[config.mk]
export PLATFORM = sky130hd
export DESIGN_NAME = axis_packet_framer_flat
export DESIGN_NICKNAME = d
export VERILOG_FILES = /design/src/rtl/axis_packet_framer_if.sv /design/src/rtl/axis_packet_framer.sv /design/src/flat_wrapper.sv
export SDC_FILE = /design/constraint.sdc
export NUM_CORES = 1
export LEC_CHECK = 0
export ABC_AREA = 1
export CELL_PAD_IN_SITES_DETAIL_PLACEMENT = 2
export CELL_PAD_IN_SITES_GLOBAL_PLACEMENT = 2
export CORE_MARGIN = 8
export CORE_UTILIZATION = 42
export CTS_CLUSTER_SIZE = 10
export DETAILED_ROUTE_END_ITERATION = 16
export PLACE_DENSITY_LB_ADDON = 0.1
export SKIP_CTS_REPAIR_TIMING = 1
export SYNTH_ARGS = -nofsm -noshare
export SYNTH_HDL_FRONTEND = slang
export SYNTH_SLANG_ARGS = --single-unit
export TNS_END_PERCENT = 20
[constraint.sdc]
create_clock -name AXIS_ACLK -period 3.4 [get_ports AXIS_ACLK]
set_input_delay 0.34 -clock AXIS_ACLK [delete_from_list [all_inputs] [get_ports AXIS_ACLK]]
set_output_delay 0.34 -clock AXIS_ACLK [all_outputs]
set_load 0.1 [all_outputs]
[src/rtl/axis_packet_framer_if.sv]
// AXI4-Stream bundle shared by the framer's input and output sides.
// The master drives data, strobes, valid and last; the slave drives ready.
interface axis_packet_framer_if #(
  parameter int DW = 32
) ();
  logic [DW-1:0]   TDATA;
  logic [DW/8-1:0] TSTRB;
  logic            TVALID;
  logic            TREADY;
  logic            TLAST;

  modport master (output TDATA, TSTRB, TVALID, TLAST, input TREADY);
  modport slave  (input TDATA, TSTRB, TVALID, TLAST, output TREADY);
endinterface

[src/rtl/axis_packet_framer.sv]
// Buffers an unframed AXI4-Stream and re-emits it as PKT_LEN-word packets with TLAST.
// A partial packet left behind by a stalled source is flushed after TIMEOUT idle cycles.
module axis_packet_framer #(
  parameter int C_AXIS_TDATA_WIDTH = 32,
  parameter int PKT_LEN            = 8,
  parameter int FIFO_DEPTH         = 16,
  parameter int TIMEOUT            = 32
) (
  input  logic                 AXIS_ACLK,
  input  logic                 AXIS_ARESET,
  axis_packet_framer_if.slave  s_axis,
  axis_packet_framer_if.master m_axis,
  output logic [15:0]          pkt_count,
  output logic [0:0]           dbg_state
);
  localparam int AW = $clog2(FIFO_DEPTH);
  localparam int CW = AW + 1;
  localparam int BW = $clog2(PKT_LEN);

  localparam logic [0:0] RUN   = 1'b0;
  localparam logic [0:0] FLUSH = 1'b1;

  localparam logic [15:0] IDLE_LAST = (TIMEOUT == 0) ? 16'd0 : 16'(TIMEOUT - 1);

  logic [C_AXIS_TDATA_WIDTH-1:0] mem [FIFO_DEPTH];
  logic [AW-1:0] wr_ptr;
  logic [AW-1:0] rd_ptr;
  logic [CW-1:0] count;
  logic [BW-1:0] beat_cnt;
  logic [15:0]   idle_cnt;
  logic [0:0]    state;

  logic s_ready;
  logic m_valid;
  logic m_last;
  logic wr;
  logic rd;
  logic idle_qual;
  logic unused_inputs;

  // Handshake: a word moves on any cycle where VALID and READY are both high;
  // once VALID is raised the master holds TDATA/TLAST/VALID until READY is seen.
  assign wr = s_axis.TVALID & s_ready;
  assign rd = m_valid & m_axis.TREADY;

  always_comb begin
    s_ready = (state == RUN) && (count != CW'(FIFO_DEPTH)) && !AXIS_ARESET;
    if (state == RUN) begin
      // Store-and-forward: a packet only starts once it is fully buffered.
      m_valid = (beat_cnt != '0) || (count >= CW'(PKT_LEN));
      m_last  = m_valid && (beat_cnt == BW'(PKT_LEN - 1));
    end else begin
      m_valid = (count != '0);
      m_last  = m_valid && (count == CW'(1));
    end
  end

  assign idle_qual = (state == RUN) && !wr && (beat_cnt == '0) && (count != '0) &&
                     (count < CW'(PKT_LEN)) && (TIMEOUT != 0);

  assign s_axis.TREADY = s_ready;
  assign m_axis.TDATA  = mem[rd_ptr];
  assign m_axis.TSTRB  = '1;
  assign m_axis.TVALID = m_valid;
  assign m_axis.TLAST  = m_last;
  assign dbg_state     = state;

  assign unused_inputs = &{1'b0, s_axis.TSTRB, s_axis.TLAST};

  always_ff @(posedge AXIS_ACLK) begin
    if (wr) mem[wr_ptr] <= s_axis.TDATA;
  end

  always_ff @(posedge AXIS_ACLK) begin
    if (AXIS_ARESET) begin
      wr_ptr    <= '0;
      rd_ptr    <= '0;
      count     <= '0;
      beat_cnt  <= '0;
      idle_cnt  <= '0;
      pkt_count <= '0;
      state     <= RUN;
    end else begin
      if (wr) wr_ptr <= wr_ptr + 1'b1;
      if (rd) rd_ptr <= rd_ptr + 1'b1;

      case ({wr, rd})
        2'b10:   count <= count + 1'b1;
        2'b01:   count <= count - 1'b1;
        default: count <= count;
      endcase

      if (rd) beat_cnt <= m_last ? '0 : beat_cnt + 1'b1;
      if (rd && m_last) pkt_count <= pkt_count + 1'b1;

      if (idle_qual) begin
        if (idle_cnt == IDLE_LAST) begin
          idle_cnt <= '0;
          state    <= FLUSH;
        end else begin
          idle_cnt <= idle_cnt + 1'b1;
        end
      end else begin
        idle_cnt <= '0;
      end

      // The flushed TLAST drains the FIFO completely, so RUN resumes from empty.
      if (state == FLUSH && rd && m_last) state <= RUN;
    end
  end
endmodule

[src/flat_wrapper.sv]
// flat-port wrapper written by rule: the top's interface ports become plain ports
module axis_packet_framer_flat 
#(
  parameter int C_AXIS_TDATA_WIDTH = 32,
  parameter int PKT_LEN            = 8,
  parameter int FIFO_DEPTH         = 16,
  parameter int TIMEOUT            = 32
)
  (AXIS_ACLK, AXIS_ARESET, pkt_count, dbg_state, s_axis_TDATA, s_axis_TSTRB, s_axis_TVALID, s_axis_TLAST, s_axis_TREADY, m_axis_TDATA, m_axis_TSTRB, m_axis_TVALID, m_axis_TLAST, m_axis_TREADY);
  axis_packet_framer_if #(.DW((32))) s_axis_i ();
  axis_packet_framer_if #(.DW((32))) m_axis_i ();
  input  logic AXIS_ACLK;
  input  logic AXIS_ARESET;
  output logic [15:0] pkt_count;
  output logic [0:0] dbg_state;
  input wire logic [$bits(s_axis_i.TDATA)-1:0] s_axis_TDATA;
  input wire logic [$bits(s_axis_i.TSTRB)-1:0] s_axis_TSTRB;
  input wire logic [$bits(s_axis_i.TVALID)-1:0] s_axis_TVALID;
  input wire logic [$bits(s_axis_i.TLAST)-1:0] s_axis_TLAST;
  output wire logic [$bits(s_axis_i.TREADY)-1:0] s_axis_TREADY;
  output wire logic [$bits(m_axis_i.TDATA)-1:0] m_axis_TDATA;
  output wire logic [$bits(m_axis_i.TSTRB)-1:0] m_axis_TSTRB;
  output wire logic [$bits(m_axis_i.TVALID)-1:0] m_axis_TVALID;
  output wire logic [$bits(m_axis_i.TLAST)-1:0] m_axis_TLAST;
  input wire logic [$bits(m_axis_i.TREADY)-1:0] m_axis_TREADY;
  assign s_axis_i.TDATA = s_axis_TDATA;
  assign s_axis_i.TSTRB = s_axis_TSTRB;
  assign s_axis_i.TVALID = s_axis_TVALID;
  assign s_axis_i.TLAST = s_axis_TLAST;
  assign s_axis_TREADY = s_axis_i.TREADY;
  assign m_axis_TDATA = m_axis_i.TDATA;
  assign m_axis_TSTRB = m_axis_i.TSTRB;
  assign m_axis_TVALID = m_axis_i.TVALID;
  assign m_axis_TLAST = m_axis_i.TLAST;
  assign m_axis_i.TREADY = m_axis_TREADY;
  axis_packet_framer #(.C_AXIS_TDATA_WIDTH(C_AXIS_TDATA_WIDTH), .PKT_LEN(PKT_LEN), .FIFO_DEPTH(FIFO_DEPTH), .TIMEOUT(TIMEOUT)) u_core (.AXIS_ACLK(AXIS_ACLK), .AXIS_ARESET(AXIS_ARESET), .s_axis(s_axis_i), .m_axis(m_axis_i), .pkt_count(pkt_count), .dbg_state(dbg_state));
endmodule
# --- Word-level counts from Yosys, hierarchy flattened ---
# Memories as Yosys holds them, arrays and structs flattened. A register that Yosys moved wholly into a read port is not among the register bits.
# Index checks and enable logic that the tools add are counted.
totals:
  latchBits: 0
  n_memories: 1
  ramBits: 512
  out_inout_bits: 56
  romBits: 0
  ff_bits: 49
mem_list:
  columns: ["memory", "depth", "width", "rd", "rd_clocked_by_memory_dff", "wr", "line", "text"]
  rows:
  - ["u_core.mem", 16, 32, 1, 1, 1, "axis_packet_framer.sv:25", "logic [C_AXIS_TDATA_WIDTH-1:0] mem [FIFO_DEPTH];"]
classes:
  addsub: 7
  bitwise: 4
  n_eq_ne: 6
  n_div: 0
  n_shift: 0
  order_cmp: 2
  n_mux: 8
  multipliers: 0
  n_reduce_logical: 21
op_table:
  columns: ["op", "count"]
  rows:
  - ["16-bit by 1-bit adder with 16-bit output (second input constant)", 2]
  - ["16-bit by 5-bit == test with 1-bit output (second input constant)", 1]
  - ["1-bit logical AND", 11]
  - ["5-bit one-hot mux with 2 select lines", 1]
  - ["4-bit by 1-bit adder with 4-bit output (second input constant)", 2]
  - ["4-bit 2-to-1 mux", 2]
  - ["5-bit by 1-bit adder with 5-bit output (second input constant)", 1]
  - ["5-bit by 1-bit == test with 1-bit output (second input constant)", 1]
  - ["5-bit by 4-bit greater-or-equal comparator with 1-bit output (second input constant)", 1]
  - ["5-bit by 4-bit less-than comparator with 1-bit output (second input constant)", 1]
  - ["5-bit inequality test (second input constant)", 1]
  - ["5-bit nonzero test", 1]
  - ["5-bit by 1-bit subtractor with 5-bit output (second input constant)", 1]
  - ["1-bit 2-to-1 mux", 4]
  - ["3-bit by 1-bit adder with 3-bit output (second input constant)", 1]
  - ["3-bit == test (second input constant)", 1]
  - ["3-bit zero test", 1]
  - ["3-bit 2-to-1 mux", 1]
  - ["3-bit nonzero test", 1]
  - ["3-bit OR reduction", 1]
  - ["1-bit bitwise AND", 2]
  - ["2-bit by 1-bit == test with 1-bit output (second input constant)", 1]
  - ["2-bit == test (second input constant)", 1]
  - ["1-bit zero test", 2]
  - ["5 further kinds", 6]

# --- Longest topological paths before layout ---
depth:
  word_depth: 11
  ltp_mapped: 14

# --- Worst setup path before layout ---
# Ideal clock, no wire load.
synth_timing:
  kind: "register -> register"
  from: "register u_core.state, in the netlist u_core.dbg_state"
  to: "memory u_core.mem[11][0] (enable)"
  setup_slack_ps: 257
  arrival_time_ps: 2722
  path_stages_with_launch: 6
  t_required_ps: 2979
  synth_period_minus_slack_ps: 3143
  path_buffers: 0
  path_cell_list: "dfxtp_1 -> inv_1 -> nand4_4 -> inv_2 -> nand3_1 -> nor2_1"
synth_via:
  elab_chain_len: 6
synth_rtl:
  columns: ["element", "line", "text"]
  rows:
  - ["start: declaration", "axis_packet_framer.sv:31", "logic [0:0] state;"]
  - ["start signal: assignment", "axis_packet_framer.sv:82", "state <= RUN;"]
  - ["start signal: assignment", "axis_packet_framer.sv:99", "state <= FLUSH;"]
  - ["start signal: assignment", "axis_packet_framer.sv:108", "if (state == FLUSH && rd && m_last) state <= RUN;"]
  - ["1-bit inverter", "axis_packet_framer.sv:47", "s_ready = (state == RUN) && (count != CW'(FIFO_DEPTH)) && !AXIS_ARESET;"]
  - ["1-bit logical AND (2 in a row)", "axis_packet_framer.sv:47", null]
  - ["1-bit bitwise AND", "axis_packet_framer.sv:43", "assign wr = s_axis.TVALID & s_ready;"]
  - ["1-bit 2-to-1 mux", "axis_packet_framer.sv:71", "if (wr) mem[wr_ptr] <= s_axis.TDATA;"]
  - ["1-bit 2-to-1 mux (implied by the code)", "axis_packet_framer.sv:71", null]
  - ["end: declaration", "axis_packet_framer.sv:25", null]
# Every way passes these cells.

==> results by group <==
Status
  – Status: completed

Setup path
  – Cells along the critical path: buf_12 > a21oi_1 > o21ai_0 > nand3_1 > nand3_1 > nand2_1 > buf_12
  – Crit Path Category: flip-flop to output port
  – Crit-path leading delay family: flip-flops
  – CP peak stage delay: 0.82 ns
  – CP Launch Type: flip-flop
  – Critical path arrival: 2.78 ns
  – Worst-path maximum fanout: 84
  – Crit path capture type: output port
  – WP data required: 3.06 ns
  – CP max-delay cell: dfxtp_4
  – Crit path buf inv count: 2

Synthesis
  – Syn avg cell area: 11.65 µm²
  – Sequential-to-total area share from yosys stat: 0.6900
  – Synthesized flop and latch total: 565
  – Top post-synthesis cells by area: edfxtp_1, inv_1, nand3_1
  – Post-synthesis adder-cell area fraction: 0.007879
  – Synth area leader: edfxtp_1
  – Cells after synthesis: 2,045
  – Post-synthesis simple-gate area fraction: 0.1131
  – Predominant post-synthesis flop cell: edfxtp_1
  – Mapped Area: 23,820 µm²
  – Post-synthesis compound-gate area fraction: 0.1055
  – Synth cell count leaders: edfxtp_1, inv_1, nand2_1
  – Largest family of logic cells by synthesized area: simple AND/OR/NAND/NOR gates
  – Mux contribution to synthesized area: 0
  – Warnings, synthesis: 0
  – Synth top area share: 0.6454
  – Async set-reset flop share out of synthesis: 0
  – Post-synthesis xor/xnor area fraction: 0.006251
  – EDFF count, synth: 512
  – Post-synth cell types: 38
  – Most frequent cell after synthesis: edfxtp_1

Route
  – Via density: 5.492
  – Post-route ant nets: 0
  – WL/cell: 24.40 µm
  – Via count: 15,998
  – 1st-pass router iterations: 4
  – Routed wire length: 71,080 µm
  – DRT iter0 DRCs: 816
  – Drc violations: 0

Global routing
  – Initial antenna violation count: 3
  – GRT Util Overall: 0.2204
  – Met3 usage: 0.03760
  – First-pass GRT wire length: 108,000 µm
  – GR Overflow Total: 0
  – Gr busiest metal: met2
  – Grt met2 use: 0.4016
  – Largest net degree at the start of global routing: 113
  – Vias in the first global route: 17,948
  – Met1 usage: 0.2609

Layout
  – Nets@finish: 2,188
  – Area Overhead vs Synth: 17.14%
  – Layout cells sized above 1: 0.1016
  – Design area: 27,900 µm²

Clocking
  – CTS Sinks: 565
  – Num CTS Buffers: 68
  – Clock tree buffer depth: 3
  – CTS tree: built
  – CTS H-tree lvls: 3
  – Root Driver: clkbuf_16
  – Reg clk slew, reported paths: 0.05 ns
  – Latest clock arrival within the worst-skew pair: 0.59 ns

Timing
  – Final setup vio count: 0
  – Minimum clock period: 3.124 ns
  – Ratio of final minimum period to clock period: 0.9187
  – Maximum clock rate: 0.3201 GHz
  – Setup_tns: 0 ns
  – Clock Skew: 0.01825 ns
  – Slew Limit Fails: 0
  – Final hold violation count: 0
  – Actual slew at the worst max-slew pin: 1.005 ns
  – Unrepaired setup endpoints after global routing: false
  – Final WS setup: 0.2764 ns
  – Slew margin rel.: 0.3277

Placed design
  – DPL Wire Length: 41,700 µm
  – Dpl cell area: 25,960 µm²
  – GPL Wtd Cong: 0.7697
  – Buffers on Ports: 87
  – Place WS: 0.5043 ns

Floorplan
  – Core box area: 56,280 µm²
  – Die width: 254.2 µm
  – Die area: 64,590 µm²
  – # rows: 87
  – Initial Util: 0.4233
  – Io pins: 97
  – Die Span Y: 254.2 µm

Power
  – Power per cell area: 529.8 nW/µm²
  – Max IR drop VDD: 354.3 µV
  – Leak pwr: 9.739 nW

Worst hold path
  – Hold Crit Class: flip-flop to flip-flop

Job
  – Max-cap viol count: 0
worst paths after layout:
path	start	end	slack [ns]	cells past startpoint
worst min-delay path	u_core.idle_cnt[0]	u_core.idle_cnt[0]	0.45	1
worst min register to register	u_core.idle_cnt[0]	u_core.idle_cnt[0]	0.45	1
worst max-delay path	flip-flop	m_axis_TDATA[2]	0.28	7
worst max register to register	u_core.count[0]	u_core.mem[8][13]	0.69	8
worst register-to-register path, delay by kind of cell (launching register included):
kind	cells	cell delay, ns
simple gates	4	1.18
buf+inv	3	0.55
flops	1	0.39
fa+ha+maj	1	0.28
power by group:
group	leakage [nW]	internal, mW	switching (mW)	total, mW
Clock	0.948	3.92	2.67	6.59
Sequential	5.04	7.62	0.0159	7.64
Combinational	3.75	0.153	0.402	0.555
flip-flops by register name (all words and copies together) (netlist names), named ones only:
signal / count
u_core.beat_cnt: 3
u_core.count: 5
u_core.idle_cnt: 16
u_core.pkt_count: 16
u_core.dbg_state: 1
u_core.wr_ptr: 4
u_core.rd_ptr: 4
u_core.mem: 512
cell usage in the layout (no fill, tap or decap), types with 2 or more instances in the layout:
cell	Yosys	final
a21oi_1	146	146
a21oi_2	10	10
buf_12	1	49
buf_4	13	30
clkbuf_1	42	15
clkbuf_16	0	73
clkdlybuf4s50_1	0	52
clkinv_2	0	2
conb_1	1	4
dfxtp_1	53	49
dfxtp_4	0	3
diode_2	0	2
edfxtp_1	512	512
ha_1	15	15
inv_1	303	302
inv_2	4	5
nand2_1	255	255
nand2_2	12	12
nand2_4	2	2
nand3_1	215	215
nand3_2	3	3
nand3b_1	2	2
nand4_1	11	11
nor2_1	80	64
nor2_2	2	2
nor2_4	2	18
nor2_8	2	2
nor3_1	3	3
o211ai_1	129	129
o21ai_0	142	142
xnor2_1	6	6
xor2_1	11	11
metal layers:
metal,wire (µm),share of wire
met1,28860,0.41
met2,37390,0.53
met3,2632,0.037
met4,2182,0.031
met5,13,0.00018
logic make-up after synthesis:
group	Yosys count
AOI/OAI and AO/OA	429
xor gates and xnor gates	17
adders and majority gates	15
buffers and inverters	425
DFF	565
other	1
and+or+nand+nor	593
final cells by class:
cell class                      instances  area, µm²
Fill cell                            5478      28370
Sequential cell                       565      16450
Multi-Input combinational cell       1058       5679
Clock buffer                           89       1897
Timing Repair Buffer                  131       1727
Inverter                              308       1159
Tap cell                              756      945.9
Clock inverter                          4      43.79
Antenna cell                            2      5.005
stage by stage:
step | power, mW | std cells | hold WS (ns) | utilization
final | 14.78 | 2913 | 0.4464 | 0.4958
after global placement | 8.310 | 2818 | 0.4289 | 0.4613
after CTS | 14.94 | 2911 | 0.4549 | 0.4957
after floorplan | 8.043 | 2048 | 0.4175 | -
after detailed placement | 8.337 | 2818 | 0.4466 | 0.4613
after global routing | 15.18 | 2913 | 0.4698 | 0.4958
Note: power is estimated with default switching activity, not from simulation.
